**src/rtl/uart_rx_fifo_if.sv**
```systemverilog
// uart_rx_fifo_if: bundle of the receive-buffer handshake signals.
//   slave  modport: the FIFO side (takes write strobe/data, read request, overflow clear;
//                   drives read data/strobe and status).
//   master modport: the RX controller / host side, mirror of slave.
// Optional feature macro: UART_RX_FIFO_AF_EN adds almost_full.
interface uart_rx_fifo_if #(
  parameter int unsigned DATA_WIDTH = 8,
  parameter int unsigned DEPTH      = 8
);
  localparam int unsigned CntW = $clog2(DEPTH) + 1;

  logic                  wr_valid;
  logic [DATA_WIDTH-1:0] wr_data;
  logic                  rd_en;
  logic [DATA_WIDTH-1:0] rd_data;
  logic                  rd_valid;
  logic                  empty;
  logic                  full;
  logic [CntW-1:0]       count;
  logic                  overflow;
  logic                  clr_overflow;
`ifdef UART_RX_FIFO_AF_EN
  logic                  almost_full;
`endif

`ifdef UART_RX_FIFO_AF_EN
  modport slave (
    input  wr_valid, wr_data, rd_en, clr_overflow,
    output rd_data, rd_valid, empty, full, count, overflow, almost_full
  );
  modport master (
    output wr_valid, wr_data, rd_en, clr_overflow,
    input  rd_data, rd_valid, empty, full, count, overflow, almost_full
  );
`else
  modport slave (
    input  wr_valid, wr_data, rd_en, clr_overflow,
    output rd_data, rd_valid, empty, full, count, overflow
  );
  modport master (
    output wr_valid, wr_data, rd_en, clr_overflow,
    input  rd_data, rd_valid, empty, full, count, overflow
  );
`endif
endinterface

```
**src/rtl/uart_rx_fifo.sv**
```systemverilog
// uart_rx_fifo: circular receive buffer behind the UART RX controller.
// Captures wr_data on each wr_valid strobe, returns words in order on rd_en with a
// one-cycle registered read, reports count/empty/full and a sticky overflow flag.
// Ports:
//   clk  - single clock, rising edge
//   rst  - synchronous active-high reset
//   bus  - uart_rx_fifo_if.slave (wr_valid, wr_data, rd_en, clr_overflow in;
//          rd_data, rd_valid, empty, full, count, overflow [, almost_full] out)
// Optional feature macro: UART_RX_FIFO_AF_EN enables almost_full = (count >= AF_LEVEL).
module uart_rx_fifo #(
  parameter int unsigned DATA_WIDTH = 8,
  parameter int unsigned DEPTH      = 8,
  parameter int unsigned AF_LEVEL   = 6
) (
  input logic           clk,
  input logic           rst,
  uart_rx_fifo_if.slave bus
);
  localparam int unsigned PtrW = $clog2(DEPTH);
  localparam int unsigned CntW = PtrW + 1;

  logic [DATA_WIDTH-1:0] mem_q [DEPTH];
  logic [PtrW-1:0]       wptr_q, wptr_d;
  logic [PtrW-1:0]       rptr_q, rptr_d;
  logic [CntW-1:0]       count_q, count_d;
  logic [DATA_WIDTH-1:0] rd_data_q, rd_data_d;
  logic                  rd_valid_q, rd_valid_d;
  logic                  overflow_q, overflow_d;

  logic empty, full;
  logic wr_accept, rd_accept, wr_drop;

  // Status comes from the registered count only.
  assign empty = (count_q == '0);
  assign full  = (count_q == CntW'(DEPTH));

  // A simultaneous read frees a slot, so a write is still taken while full.
  assign wr_accept = bus.wr_valid && (!full || bus.rd_en);
  assign rd_accept = bus.rd_en && !empty;
  assign wr_drop   = bus.wr_valid && full && !bus.rd_en;

  always_comb begin
    wptr_d     = wptr_q;
    rptr_d     = rptr_q;
    count_d    = count_q;
    rd_data_d  = rd_data_q;
    rd_valid_d = 1'b0;
    overflow_d = overflow_q;

    if (wr_accept) begin
      wptr_d = wptr_q + PtrW'(1);
    end
    if (rd_accept) begin
      rptr_d     = rptr_q + PtrW'(1);
      rd_data_d  = mem_q[rptr_q];
      rd_valid_d = 1'b1;
    end

    if (wr_accept && !rd_accept) begin
      count_d = count_q + CntW'(1);
    end else if (rd_accept && !wr_accept) begin
      count_d = count_q - CntW'(1);
    end

    // Set has priority over clear.
    if (wr_drop) begin
      overflow_d = 1'b1;
    end else if (bus.clr_overflow) begin
      overflow_d = 1'b0;
    end
  end

  always_ff @(posedge clk) begin
    if (rst) begin
      wptr_q     <= '0;
      rptr_q     <= '0;
      count_q    <= '0;
      rd_data_q  <= '0;
      rd_valid_q <= 1'b0;
      overflow_q <= 1'b0;
    end else begin
      wptr_q     <= wptr_d;
      rptr_q     <= rptr_d;
      count_q    <= count_d;
      rd_data_q  <= rd_data_d;
      rd_valid_q <= rd_valid_d;
      overflow_q <= overflow_d;
    end
  end

  // Storage is deliberately not reset. When full with a concurrent read and write,
  // wptr == rptr; the read above samples the old word before this update lands.
  always_ff @(posedge clk) begin
    if (!rst && wr_accept) begin
      mem_q[wptr_q] <= bus.wr_data;
    end
  end

  assign bus.rd_data  = rd_data_q;
  assign bus.rd_valid = rd_valid_q;
  assign bus.empty    = empty;
  assign bus.full     = full;
  assign bus.count    = count_q;
  assign bus.overflow = overflow_q;

`ifdef UART_RX_FIFO_AF_EN
  assign bus.almost_full = (count_q >= CntW'(AF_LEVEL));
`endif
endmodule

```
**src/flat_wrapper.sv**
```systemverilog
// flat-port wrapper written by rule: the top's interface ports become plain ports
module uart_rx_fifo_flat 
#(
  parameter int unsigned DATA_WIDTH = 8,
  parameter int unsigned DEPTH      = 8,
  parameter int unsigned AF_LEVEL   = 6
)
  (clk, rst, bus_wr_valid, bus_wr_data, bus_rd_en, bus_clr_overflow, bus_rd_data, bus_rd_valid, bus_empty, bus_full, bus_count, bus_overflow);
  uart_rx_fifo_if #(.DATA_WIDTH(DATA_WIDTH), .DEPTH(DEPTH)) bus_i ();
  input logic clk;
  input logic rst;
  input wire logic [$bits(bus_i.wr_valid)-1:0] bus_wr_valid;
  input wire logic [$bits(bus_i.wr_data)-1:0] bus_wr_data;
  input wire logic [$bits(bus_i.rd_en)-1:0] bus_rd_en;
  input wire logic [$bits(bus_i.clr_overflow)-1:0] bus_clr_overflow;
  output wire logic [$bits(bus_i.rd_data)-1:0] bus_rd_data;
  output wire logic [$bits(bus_i.rd_valid)-1:0] bus_rd_valid;
  output wire logic [$bits(bus_i.empty)-1:0] bus_empty;
  output wire logic [$bits(bus_i.full)-1:0] bus_full;
  output wire logic [$bits(bus_i.count)-1:0] bus_count;
  output wire logic [$bits(bus_i.overflow)-1:0] bus_overflow;
  assign bus_i.wr_valid = bus_wr_valid;
  assign bus_i.wr_data = bus_wr_data;
  assign bus_i.rd_en = bus_rd_en;
  assign bus_i.clr_overflow = bus_clr_overflow;
  assign bus_rd_data = bus_i.rd_data;
  assign bus_rd_valid = bus_i.rd_valid;
  assign bus_empty = bus_i.empty;
  assign bus_full = bus_i.full;
  assign bus_count = bus_i.count;
  assign bus_overflow = bus_i.overflow;
  uart_rx_fifo #(.DATA_WIDTH(DATA_WIDTH), .DEPTH(DEPTH), .AF_LEVEL(AF_LEVEL)) u_core (.clk(clk), .rst(rst), .bus(bus_i));
endmodule
```
**config.mk**
```make
export PLATFORM = sky130hd
export DESIGN_NAME = uart_rx_fifo_flat
export DESIGN_NICKNAME = d
export VERILOG_FILES = /design/src/rtl/uart_rx_fifo_if.sv /design/src/rtl/uart_rx_fifo.sv /design/src/flat_wrapper.sv
export SDC_FILE = /design/constraint.sdc
export NUM_CORES = 1
export LEC_CHECK = 0
export BUFFER_PORTS_ARGS = -buffer_cell sky130_fd_sc_hd__buf_2
export CAP_MARGIN = 40
export CORE_MARGIN = 2
export CORE_UTILIZATION = 55
export CTS_BUF_LIST = sky130_fd_sc_hd__clkbuf_4
export DETAILED_ROUTE_END_ITERATION = 8
export HOLD_SLACK_MARGIN = 0.02
export PLACE_DENSITY = 0.82
export SYNTH_ARGS = -nofsm -noshare
export SYNTH_HDL_FRONTEND = slang
export SYNTH_SLANG_ARGS = --single-unit
```
**constraint.sdc**
```tcl
create_clock -name clk -period 2.8 [get_ports clk]
set_input_delay 0.56 -clock clk [delete_from_list [all_inputs] [get_ports clk]]
set_output_delay 0.56 -clock clk [all_outputs]
set_load 0.01 [all_outputs]
```
* Word-level counts from Yosys, hierarchy flattened
Memory sizes are Yosys's and may differ from the RTL's. A register that Yosys moved wholly into a read port is not among the register bits. Cells that the tools add are included.
Storage, ports and cells: bits in registers 12, memory bits (writable) 64, input port bits 13, output and inout port bits 16, logic and storage cells 35, memories 1
Operators by class: add/sub/neg operators 4, equality and inequality tests 1, multiplexer cells 7, reduce and logical (&&, ||, !) cells 17
Memories:
- u_core.mem_q | depth 8, bits a word 8, rd ports 1, clocked after Yosys merged registers in 1, write ports 1, line uart_rx_fifo.sv:22 | logic [DATA_WIDTH-1:0] mem_q [DEPTH];
Operators with widths (count):
- $mux W4 | 2
- $logic_and A1 B1 Y1 | 7
- $add A3 B1 Y3 const B | 2
- $logic_not A1 Y1 | 6
- $mux W1 | 5
- $add A4 B1 Y4 const B | 1
- $eq A4 B4 Y1 const B | 1
- $logic_not A4 Y1 | 1
- $reduce_bool A2 Y1 | 2
- $sub A4 B1 Y4 const B | 1
- $logic_or A1 B1 Y1 | 1

* Depth between registers and ports, before layout
Gate-level depths: netlist of the first run.
word-level depth 8, gate-level depth with buffers 10, mapped depth without buffers 10

* Worst setup path after synthesis of the first run
Ideal clock, no wire load.
kind register to register, start register u_core.count_q[0], in the netlist u_core.bus.count[0], end register u_core.count_q[3], in the netlist u_core.bus.count[3], library setup time 0.123 ns, arrival time 2.561 ns, required time 2.677 ns, path slack 0.116 ns, stages on the path, launching flop included 11, path buffers 0, clock period less this slack 2.684 ns, cell sequence dfxtp_1 > or4b_4 > o21ai_4 > inv_4 > ha_1 > inv_1 > ha_1 > a21oi_1 > a211oi_1 > a31oi_1 > mux2_1
On the way: cells in the longest elaborated chain, start to end 7, elaborated cells on any way between the ends 16, those cells by class add/sub: 2; eq/ne: 1; mux: 2; reduce/logical: 11
RTL lines:
- from (decl) | line uart_rx_fifo.sv:25 | logic [CntW-1:0] count_q, count_d;
- from (signal assigned) | line uart_rx_fifo.sv:84 | count_q <= count_d;
- $eq A4 B4 Y1 * | line uart_rx_fifo.sv:35 | assign full = (count_q == CntW'(DEPTH));
- $logic_not A1 Y1 * | line uart_rx_fifo.sv:38 | assign wr_accept = bus.wr_valid && (!full || bus.rd_en);
- $logic_or A1 B1 Y1 * | line uart_rx_fifo.sv:38
- $logic_and A1 B1 Y1 * | line uart_rx_fifo.sv:38
- named net u_core.wr_accept | line uart_rx_fifo.sv:31 | logic wr_accept, rd_accept, wr_drop;
- $logic_not A1 Y1 | line uart_rx_fifo.sv:61 | end else if (rd_accept && !wr_accept) begin
- $logic_and A1 B1 Y1 | line uart_rx_fifo.sv:61
- $reduce_bool A2 Y1 (no source line)
The timed path passes the listed nets; every way through them passes the cells marked *. The select of a mux whose other input is x is not followed. A chain may end at the register's enable or synchronous reset.

* Final worst setup path of the first run
Same ends and word-level chain as after synthesis.

==> results of run 1 <==
==> sequential cells by signal (all words and copies together) (netlist names) <==
signal / flops
u_core.bus.count: 4
u_core.bus.overflow: 1
u_core.bus.rd_data: 8
u_core.bus.rd_valid: 1
u_core.mem_q: 64
u_core.rptr_q: 3
u_core.wptr_q: 3
==> per-layer routing <==
| metal | vias to the layer above | global-route usage [%] |
|---|---|---|
| met5 | - | 0 |
| met4 | 0 | 8.47 |
| met3 | 7 | 3.85 |
| met2 | 52 | 33.4 |
| met1 | 919 | 23.8 |
| li1 | 863 | - |
==> worst max-delay path: cells and delay by family (launching register included) <==
kind            cells  cell delay [ns]
mux                 1             0.34
flops               1             0.34
compound gates      4             0.69
buf+inv             2             0.17
fa+ha+maj           2             0.49
simple gates        1             0.57
==> power breakdown <==
group	total [uW]	switching (uW)	internal [uW]	leakage (uW)
Combinational	839	422	417	0.000513
Sequential	1530	85.3	1450	0.000743
Clock	622	421	201	0.0000600
==> repair_timing <==
item,4_1_cts,5_1_grt
resized for setup,0,3
hold buffers,0,0
endpoints found under the setup margin,0,1
==> area by class of cell <==
cell class	count	area, um^2
multi-input combinational	103	917
sequential	84	2320
timing repair buffer	44	260
tap	75	93.8
fill	394	2110
inverter	4	17.5
clock buffer	10	75.1
clock inverter	6	48.8
==> metrics by stage <==
stage               hold slack, ns  TNS [ns]  std cells  util [%]  worst slack [ns]
finish                       0.386         0        326      63.9             0.101
global route                 0.381   -0.0153        326      63.9           -0.0153
floorplan                    0.492         0        201         -             0.116
global placement             0.477         0        310      61.7             0.203
CTS                          0.363         0        326      63.8            0.0334
detailed placement           0.481         0        310      61.7            0.0602
==> cells by family (layout without fill, tap and decap cells) <==
group / after synthesis / count (layout) / share of synthesized area [%]
AOI/OAI and AO/OA: 18 / 18 / 3.87
xor gates and xnor gates: 6 / 6 / 1.82
adders and majority gates: 6 / 6 / 2.50
buffers and inverters: 14 / 64 / 2.16
DFF: 84 / 84 / 70.4
muxes: 18 / 18 / 11.6
and+or+nand+nor: 55 / 55 / 7.73
==> Yosys cell counts (all sizes together) (2+ instances only) <==
cell	count	share of area (%)
a21oi	5	0.87
buf	5	1.0
clkbuf	5	0.61
dfxtp	20	12
edfxtp	64	58
ha	5	1.9
inv	4	0.53
mux4	16	11
nand2	9	1.1
nor2	26	3.0
nor2b	2	0.38
nor3	11	1.7
nor4	2	0.38
o22ai	8	1.5
xnor2	3	1.0
xor2	3	0.80
==> how the worst max path moves through the flow <==
stage | start | to | slack (ns)
finish | u_core.bus.count[0] | u_core.bus.count[3] | 0.10
global route | u_core.bus.count[2] | u_core.bus.count[3] | -0.02
CTS | u_core.bus.count[3] | u_core.bus.count[3] | 0.03
detailed placement | u_core.bus.count[3] | u_core.bus.count[3] | 0.06
global placement | u_core.bus.count[3] | u_core.bus.count[3] | 0.20
floorplan | u_core.bus.count[0] | u_core.bus.count[3] | 0.12
==> results.md, run 1 <==
* Status: complete, no violations
* Drt first pass iters at 4
* Die X at 81.5 um
* Vias at 1,841
* Top sig layer: met4
* DIE AREA at 6640 um^2
* Number of vias per cell at between 5 and 6
* Initial Util at 56.4%
* Global-route wire length before repair at 8.96 mm
* Core area at 5850 um^2
* Most frequent cells in the layout: edfxtp_1, buf_2, nor2_1
* Pin count of the biggest net entering global routing at 26
* Worst Path Required at 3.13 ns
* Final ANT Viol Nets at 0
* Remaining DRCs at 0
* MaxCap Viol Count at 0
* Antenna cells at 0
* Wire length on met2 at 3.17 mm
* Number of flops mapped to enable cells by yosys at 64
* CP max stage cell: or4b_4
* Worst-Skew Late Latency at roughly 0.43 ns
* IO Count at 29
* Syn Area/Cell at approximately 16 um^2
* CTS tree: built
* DPL Wire Length at 3.92 mm
* Dpl cell area at about 3600 um^2
* WHS Endpoint: u_core.mem_q[7][5]
* Num Clock Sinks at between 80 and 90
* Post-CTS Repair Setup Buffers at 0
* Critical R2R Capture: u_core.bus.count[3]
* Max Clk Rate at 371 MHz
* Yosys Warn Count at 0
* CP Capture Type: register
* Routed wire length at 5.91 mm
* Share of post-route cells with drive strength above 1 at 34.3%
* Most used flip-flop cell after synthesis: edfxtp_1
* Worst setup SP type: register
* Worst-path fanout max at 4
* Syn Nets at 220
* Fin crit period at 2.70 ns
* Cell Area, Synth at 3300 um^2
* GPL Wtd Cong at roughly 0.78
* Final hold violations at 0
* Final instance area at ~3700 um^2
* Worst Hold Depth at 1
* Routed met3 length at roughly 300 um
* Yosys reg bits at 84
* Wire length per cell at approximately 18 um
* IR drop worst, VDD at ~0.00047 V
* Number of global-route vias before repair at 1,818
* Commonest non-fill, non-tap cell in the layout: edfxtp_1
* Yosys cell types at 36
* Slew margin rel. at 43.5%
* FF-to-FF Start: u_core.bus.count[0]
* Root Driver: clkbuf_4
* Clk slew on worst S/H paths at 0.14 ns
* M1 WL at 2.37 mm
* Die height at roughly 81 um
* Seq/Total Area, Yosys at 70.4%
* Htree depth at 3
* Slew Viols, Final at 0
* Pleak at 0.00132 uW
* Worst Reg-to-Reg Cells at 10
* CTS max path bufs at 2
* Tcrit/Tclk final at a little over nine tenths
* Worst-path cell chain: or4b_4, o21ai_4, inv_4, ha_1, inv_2, ha_1, a21oi_2, a211oi_1, a31oi_1, mux2_1
* PwrDens at 801 nW/um^2
* Crit path largest cell delay at 0.57 ns
* Cells after synthesis at 201
* Critical path arrival at 3.03 ns
* All-Layer GR Usage at 19.4%
* Layout Nets at around 270
* Initial DRC Count at 136
* Antenna violations before repair at 0
* Total power at 2990 uW
* Most used cell, CP: ha_1
* Worst clock skew at approximately 0.016 ns
* Worst hold-check path type: in2reg
* Hold Crit Start: bus_wr_data[5]
* WS Path Type: reg2reg
* Async set-reset flop share out of synthesis at 0%
* Worst-Margin Slew at 0.847 ns
* Buffers on Ports at 28
* Final setup fails at 0
* Register-to-register setup slack at 0.10 ns
* Synthesis-to-finish area growth at 13.2%
* Num rows at 28
* Grt ovf at 0
* Cts bufs inserted at 9
Note: power is estimated with default switching activity, not from simulation.
==> run 2, diff against run 1 <==
--- a/config.mk
+++ b/config.mk
@@ -8,11 +8,11 @@
 export BUFFER_PORTS_ARGS = -buffer_cell sky130_fd_sc_hd__buf_2
 export CAP_MARGIN = 40
 export CORE_MARGIN = 2
-export CORE_UTILIZATION = 55
+export CORE_UTILIZATION = 61
 export CTS_BUF_LIST = sky130_fd_sc_hd__clkbuf_4
 export DETAILED_ROUTE_END_ITERATION = 8
 export HOLD_SLACK_MARGIN = 0.02
-export PLACE_DENSITY = 0.82
+export PLACE_DENSITY = 0.86
 export SYNTH_ARGS = -nofsm -noshare
 export SYNTH_HDL_FRONTEND = slang
 export SYNTH_SLANG_ARGS = --single-unit
==> constraint.sdc (replaced) <==
create_clock -name clk -period 3 [get_ports clk]
set_input_delay 0.6 -clock clk [delete_from_list [all_inputs] [get_ports clk]]
set_output_delay 0.6 -clock clk [all_outputs]
set_load 0.01 [all_outputs]
==> run 2 against run 1 <==
Combinational power decreased by 11%. Setup slack improved by 0.050 ns. Critical endpoint unchanged. Cell count decreased by 3.1%.
==> results.md, run 2 (synthesized netlist as in run 1, its figures left out) <==
* Status: complete, no violations
* Htree depth at 3 (unchanged)
* Drt first pass iters at 4 (unchanged)
* Total power at 2900 uW (-3.2%)
* Commonest non-fill, non-tap cell in the layout: edfxtp_1
* Routed wire length at 5.97 mm (+0.98%)
* Final hold violations at 0 (unchanged)
* CP Capture Type: register
* All-Layer GR Usage at 21.6% (+2.2 points)
* Share of post-route cells with drive strength above 1 at 31.7% (-2.6 points)
* Number of global-route vias before repair at 1,868 (+2.8%)
* Num rows at 26 (-7.1%)
* M1 WL at 2.47 mm (+4.4%)
* Max Clk Rate at 351 MHz (-5.3%)
* Initial Util at 63.8% (+7.4 points)
* Remaining DRCs at 0 (unchanged)
* Clk slew on worst S/H paths at 0.13 ns (about the same)
* Antenna violations before repair at 0 (unchanged)
* Pleak at 0.00131 uW (-0.46%)
* Most frequent cells in the layout: edfxtp_1, buf_2, nor2_1
* IR drop worst, VDD at 0.000575 V (+22%)
* Wire length per cell at 18.9 um (+4.2%)
* Worst-Margin Slew at 0.887 ns (+0.0401 ns)
* Synthesis-to-finish area growth at 12.9%
* Placed Cells incl. Taps at 299 (-3.5%)
* Slew margin rel. at 40.8% (-2.7 points)
* Num Clock Sinks at 84 (unchanged)
* Pin count of the biggest net entering global routing at 26 (unchanged)
* DIE AREA at 6020 um^2 (-9.4%)
* Core area at 5170 um^2 (-12%)
* Grt ovf at 0 (unchanged)
* Global-route wire length before repair at 9.44 mm (+5.4%)
* Number of vias per cell at 5.89 (+4.3%)
* Register area at 2320 um^2 (unchanged)
* Die X at 77.6 um (-4.8%)
* Multi-input gate area at 913 um^2 (-0.41%)
* Initial DRC Count at 132 (-2.9%)
* Worst-Skew Late Latency at 0.42 ns (about the same)
* Worst-path fanout max at 7 (+3)
* Critical path arrival at 3.17 ns (+0.14 ns)
* Worst Path Required at 3.32 ns (+0.19 ns)
* Buffers on Ports at 28 (unchanged)
* CTS max path bufs at 2 (unchanged)
* Layout Nets at 261 (-1.5%)
* FILL cells at 323 (-18%)
* PwrDens at 778 nW/um^2 (-2.9%)
* MaxCap Viol Count at 0 (unchanged)
* Antenna cells at 0 (unchanged)
* Final setup fails at 0 (unchanged)
* Worst clock skew at 0.0103 ns (-0.00597 ns)
* DPL Wire Length at 3.66 mm (-6.6%)
* Worst hold-check path type: in2reg
* Worst setup SP type: register
* Slew Viols, Final at 0 (unchanged)
* Root Driver: clkbuf_4
* Die height at 77.6 um (-4.8%)
* Fin cells at 316 (-3.1%)
* Utilization of the core after routing at 72.1% (+8.2 points)
* Tcrit/Tclk final at 95.0% (-1.4 points)
* WS Path Type: reg2reg
* Final ANT Viol Nets at 0 (unchanged)
* CTS tree: built
* GPL Wtd Cong at 0.761 (-2.4%)
* Cts bufs inserted at 9 (unchanged)
* Vias at 1,861 (+1.1%)
* CTS Hold Bufs at 0 (unchanged)
* Top sig layer: met4
* Fin crit period at 2.85 ns (+0.150 ns)
* Wire length on met2 at 2.97 mm (-6.2%)
* Routed met3 length at 468 um (+56%)
* IO Count at 29 (unchanged)
* Max reg flops at 64 (unchanged)
* Biggest register: u_core.mem_q
run 2: worst paths after layout:
kind / from / end / cells after the start / slack (ns)
hold reg to reg: u_core.bus.rd_data[2] / u_core.bus.rd_data[2] / 2 / 0.49
setup / recovery: u_core.bus.count[1] / u_core.bus.count[3] / 10 / 0.15
hold / removal: bus_wr_data[5] / u_core.mem_q[0][5] / 1 / 0.43
setup reg to reg: u_core.bus.count[1] / u_core.bus.count[3] / 10 / 0.15
run 2: worst max-delay path, cell delays in order (launching register included):
cell and delay [ns]:
dfxtp_1 0.40, or4b_4 0.58, o21ai_4 0.27, inv_4 0.08, ha_1 0.20, inv_1 0.14, ha_1 0.29, a21oi_1 0.20
a211oi_1 0.09, a31oi_1 0.16, mux2_1 0.33
run 2: final cells by class:
class | instances | share of cell area (%)
clock buffer | 9 | 1.81
clock inverter | 6 | 2.35
tap | 70 | 2.35
timing repair buffer | 40 | 6.18
sequential | 84 | 62.3
multi-input combinational | 103 | 24.5
inverter | 4 | 0.470
run 2: what timing repair did:
action / 4_1_cts / 5_1_grt
setup buffers: 0 / 2
setup endpoints to repair: 0 / 1
resized for setup: 0 / 1
run 2: report_power, final:
part           leakage, uW  internal, uW  switching, uW  total [uW]
Sequential        0.000743          1350           92.9        1440
Combinational     0.000491           374            373         747
Clock            0.0000761           333            374         708
run 2: per-layer routing:
metal | up-vias | global-route usage [%]
li1 | 848 | -
met1 | 925 | 28.5
met2 | 81 | 34.3
met3 | 7 | 5.00
met4 | 0 | 10.7
met5 | - | 0
run 2: metrics by stage:
step	setup slack, ns	hold WS (ns)	TNS, ns	instance area [um^2]
final	0.151	0.433	0	3730
after global routing	-0.00684	0.425	-0.00684	3730
after CTS	0.143	0.404	0	3710
after detailed placement	0.165	0.479	0	3560
after global placement	0.238	0.475	0	3560
after floorplan	0.316	0.492	0	3300
==> run 3, diff against run 2 <==
--- a/config.mk
+++ b/config.mk
@@ -5,14 +5,15 @@
 export SDC_FILE = /design/constraint.sdc
 export NUM_CORES = 1
 export LEC_CHECK = 0
+export ABC_AREA = 1
 export BUFFER_PORTS_ARGS = -buffer_cell sky130_fd_sc_hd__buf_2
 export CAP_MARGIN = 40
 export CORE_MARGIN = 2
-export CORE_UTILIZATION = 61
+export CORE_UTILIZATION = 62
 export CTS_BUF_LIST = sky130_fd_sc_hd__clkbuf_4
 export DETAILED_ROUTE_END_ITERATION = 8
 export HOLD_SLACK_MARGIN = 0.02
-export PLACE_DENSITY = 0.86
+export PLACE_DENSITY = 0.87
 export SYNTH_ARGS = -nofsm -noshare
 export SYNTH_HDL_FRONTEND = slang
 export SYNTH_SLANG_ARGS = --single-unit
==> run 3 against run 2 <==
Synthesized cell count rose by 86%. Die area rose by 11%. Global-route usage rose by 2.0 points. Core utilization fell by 2.5 points. Highest routed layer unchanged. Clock-buffer cell count did not move. Largest power group unchanged. Sequential power barely moved. Setup slack improved by 0.70 ns. Critical path type unchanged. Wire length rose by 21%.
==> results.md, run 3 <==
* Fraction of synthesized cell area in xor and xnor cells at 0.702% (-1.1 points)
* WS Path Type: reg2reg
* Seq/Total Area, Yosys at 62.0% (-8.3 points)
* DIE AREA at 6680 um^2 (+11%)
* Mux cell area share after synthesis at 0% (-12 points)
* Number of flops mapped to enable cells by yosys at 64 (unchanged)
* Fin crit period at 2.15 ns (-0.701 ns)
* Total power at 3060 uW (+5.4%)
* Layout Nets at 428 (+64%)
* Worst-path fanout max at 16 (+9)
* Post-CTS Repair Setup Buffers at 0 (unchanged)
* Adder-cell share of the synthesized area at 2.21% (-0.30 points)
* Cells after synthesis at 374 (+86%)
* Worst Reg-to-Reg Cells at 12 (+2)
* Max reg flops at 64 (unchanged)
* Met2 usage in global routing at 36.8% (+2.5 points)
* DPL Wire Length at 4.59 mm (+25%)
* Remaining DRCs at 0 (unchanged)
* Die X at 81.7 um (+5.3%)
* GRT met3 Usage at 4.95% (-0.055 points)
* Clk slew on worst S/H paths at 0.14 ns (about the same)
* Synth top area cells: edfxtp_1, dfxtp_1, nand2_1
* Synthesis-to-finish area growth at 9.36%
* RSZ-0062 raised after global routing: false
* Worst setup SP type: register
* Initial Util at 63.6% (-0.21 points)
* Worst-Skew Late Latency at 0.44 ns (+0.02 ns)
* Final instance area at 4090 um^2 (+9.8%)
* Share of the synthesized area in the top cell type at 51.3% (-6.9 points)
* Leading cell type by number of instances after synthesis: nand2_1
* Dpl cell area at 3940 um^2 (+11%)
* Max Clk Rate at 466 MHz (+33%)
* GR Util met1 at 32.1% (+3.6 points)
* Worst Hold Depth at 4 (+3)
* All-Layer GR Usage at 23.7% (+2.0 points)
* Slew margin rel. at 51.3% (+10 points)
* FF-to-FF Start: u_core.bus.count[0]
* IO Count at 29 (unchanged)
* Final setup fails at 0 (unchanged)
* Final ANT Viol Nets at 0 (unchanged)
* Compound-Gate Fraction of Synth Area at 3.68% (-0.19 points)
* Status: complete, no violations
* Number of vias per cell at 5.36 (-9.0%)
* Yosys Warn Count at 0 (unchanged)
* Pleak at 0.00177 uW (+35%)
* Drt first pass iters at 6 (+2)
* Wire length per cell at 14.7 um (-22%)
* Cts bufs inserted at 9 (unchanged)
* Critical path arrival at 2.53 ns (-0.64 ns)
* PostCTS Resize Cnt at 0 (unchanged)
* Number of global-route vias before repair at 2,356 (+26%)
* Final hold violations at 0 (unchanged)
* Hold Crit Start: bus_clr_overflow
* Antenna cells at 0 (unchanged)
* Die height at 81.7 um (+5.3%)
* Syn Nets at 393 (+79%)
* Num rows at 28 (+7.7%)
* PnR worst setup slack at 0.852 ns (+0.701 ns)
* Slew Viols, Final at 0 (unchanged)
* Synth area leader: edfxtp_1
* Most used flip-flop cell after synthesis: edfxtp_1
* Gr busiest metal: met2
* IR drop worst, VDD at 0.000506 V (-12%)
* CTS max path bufs at 2 (unchanged)
* Critical R2R Capture: u_core.bus.count[3]
* GPL Wtd Cong at 0.826 (+8.6%)
* Biggest register: u_core.mem_q
* Core area at 5890 um^2 (+14%)
* Antenna violations before repair at 0 (unchanged)
* CTS Hold Bufs at 0 (unchanged)
* Worst hold-check path type: in2reg
* Fin cells at 489 (+55%)
* PwrDens at 747 nW/um^2 (-4.0%)
* Setup WS pre-CTS at 0.638 ns (+0.473 ns)
* Yosys reg bits at 84 (unchanged)
* Cell Area, Synth at 3740 um^2 (+13%)
* Tcrit/Tclk final at 71.6% (-23 points)
* Syn Area/Cell at 10.0 um^2 (-39%)
* Async set-reset flop share out of synthesis at 0% (unchanged)
* Vias at 2,620 (+41%)
* Htree depth at 3 (unchanged)
* Simple-gate portion of the synthesized area at 21.9% (+14 points)
* Share of post-route cells with drive strength above 1 at 25.8% (-5.9 points)
* Num Clock Sinks at 84 (unchanged)
* Buffers on Ports at 28 (unchanged)
* Global-route wire length before repair at 11.3 mm (+19%)
* Synth top cells by count: nand2_1, edfxtp_1, nand3_1
* Worst-Margin Slew at 0.727 ns (-0.160 ns)
* Worst Path Required at 3.38 ns (+0.06 ns)
* Commonest non-fill, non-tap cell in the layout: nand2_1
* MaxCap Viol Count at 0 (unchanged)
* Largest family of logic cells by synthesized area: simple AND/OR/NAND/NOR gates
* Pin count of the biggest net entering global routing at 35 (+35%)
* Grt ovf at 0 (unchanged)
* Most frequent cells in the layout: nand2_1, edfxtp_1, nand3_1
* Yosys cell types at 29 (-19%)
* CP Capture Type: register
* Placed Cells incl. Taps at 473 (+58%)
* WHS Endpoint: u_core.bus.overflow
* Register-to-register setup slack at 0.85 ns (+0.70 ns)
* TNS Setup at 0 ns (unchanged)
* CTS tree: built
* Initial DRC Count at 257 (+95%)
* Worst clock skew at 0.0153 ns (+0.00507 ns)
* Routed wire length at 7.20 mm (+21%)
* Root Driver: clkbuf_4
run 3: changes by cell type in the layout (fill, tap and decap cells not counted), moves of 5 or more:
cell	change
nand2_1	+90
nand3_1	+51
inv_1	+32
inv_2	+29
nor2_1	-17
mux4_2	-16
nor3_1	-11
o22ai_1	-8
nand2_2	+7
a21oi_1	+6
o21ai_1	+6
a21oi_2	+5
run 3: power by group:
| part | internal (uW) | leakage [uW] | switching, uW |
|---|---|---|---|
| clock | 268 | 0.0000790 | 412 |
| sequential | 1340 | 0.000743 | 96.9 |
| combinational | 328 | 0.000951 | 608 |
run 3: through the flow:
step                hold slack [ns]  utilization, %
CTS                           0.394            69.6
global placement              0.450            67.0
detailed placement            0.454            67.0
finish                        0.416            69.6
floorplan                     0.481               -
global route                  0.420            69.6
run 3: logic make-up (layout without fill, tap and decap cells):
| logic type | after synthesis | in the layout |
|---|---|---|
| AND/OR/NAND/NOR | 179 | 179 |
| flip-flops | 84 | 84 |
| buffers and inverters | 79 | 119 |
| AO/OA/AOI/OAI | 23 | 23 |
| adder cells (fa/ha/maj) | 6 | 6 |
| XOR/XNOR | 3 | 3 |
run 3: layout make-up:
type,count,area [um^2]
sequential,84,2320
multi-input combinational,211,1070
tap,75,93.8
fill,421,1790
clock inverter,7,83.8
inverter,66,251
clock buffer,9,67.6
timing repair buffer,37,208
run 3: metal layers:
metal	wire length (um)	vias to the layer above
met5	0	-
met4	156	0
met3	532	17
met2	3410	108
met1	3100	1213
li1	-	1282
run 3: critical path, stage by stage (launching register included):
cell and delay [ns]:
dfxtp_1 0.52, nor2_2 0.09, nand3_2 0.10, nand2_4 0.14, ha_1 0.25, inv_1 0.12
ha_1 0.27, or2_1 0.24, nand2_1 0.07, nand3_1 0.07, nand2_1 0.07, nand2_1 0.05
a21oi_1 0.11
run 3: worst max-delay path by stage:
| stage | startpoint | end | slack [ns] | depth (start not counted) |
|---|---|---|---|---|
| 6_report | u_core.bus.count[0] | u_core.bus.count[3] | 0.85 | 12 |
| 3_5_place_dp | bus_rd_en | u_core.bus.count[3] | 0.64 | 14 |
| 4_1_cts | u_core.bus.count[0] | u_core.bus.count[3] | 0.85 | 12 |
| 5_1_grt | u_core.bus.count[0] | u_core.bus.count[3] | 0.73 | 13 |
| 2_1_floorplan | bus_rd_en | u_core.bus.count[3] | 0.93 | 13 |
| 3_3_place_gp | bus_rd_en | u_core.bus.count[3] | 0.74 | 14 |
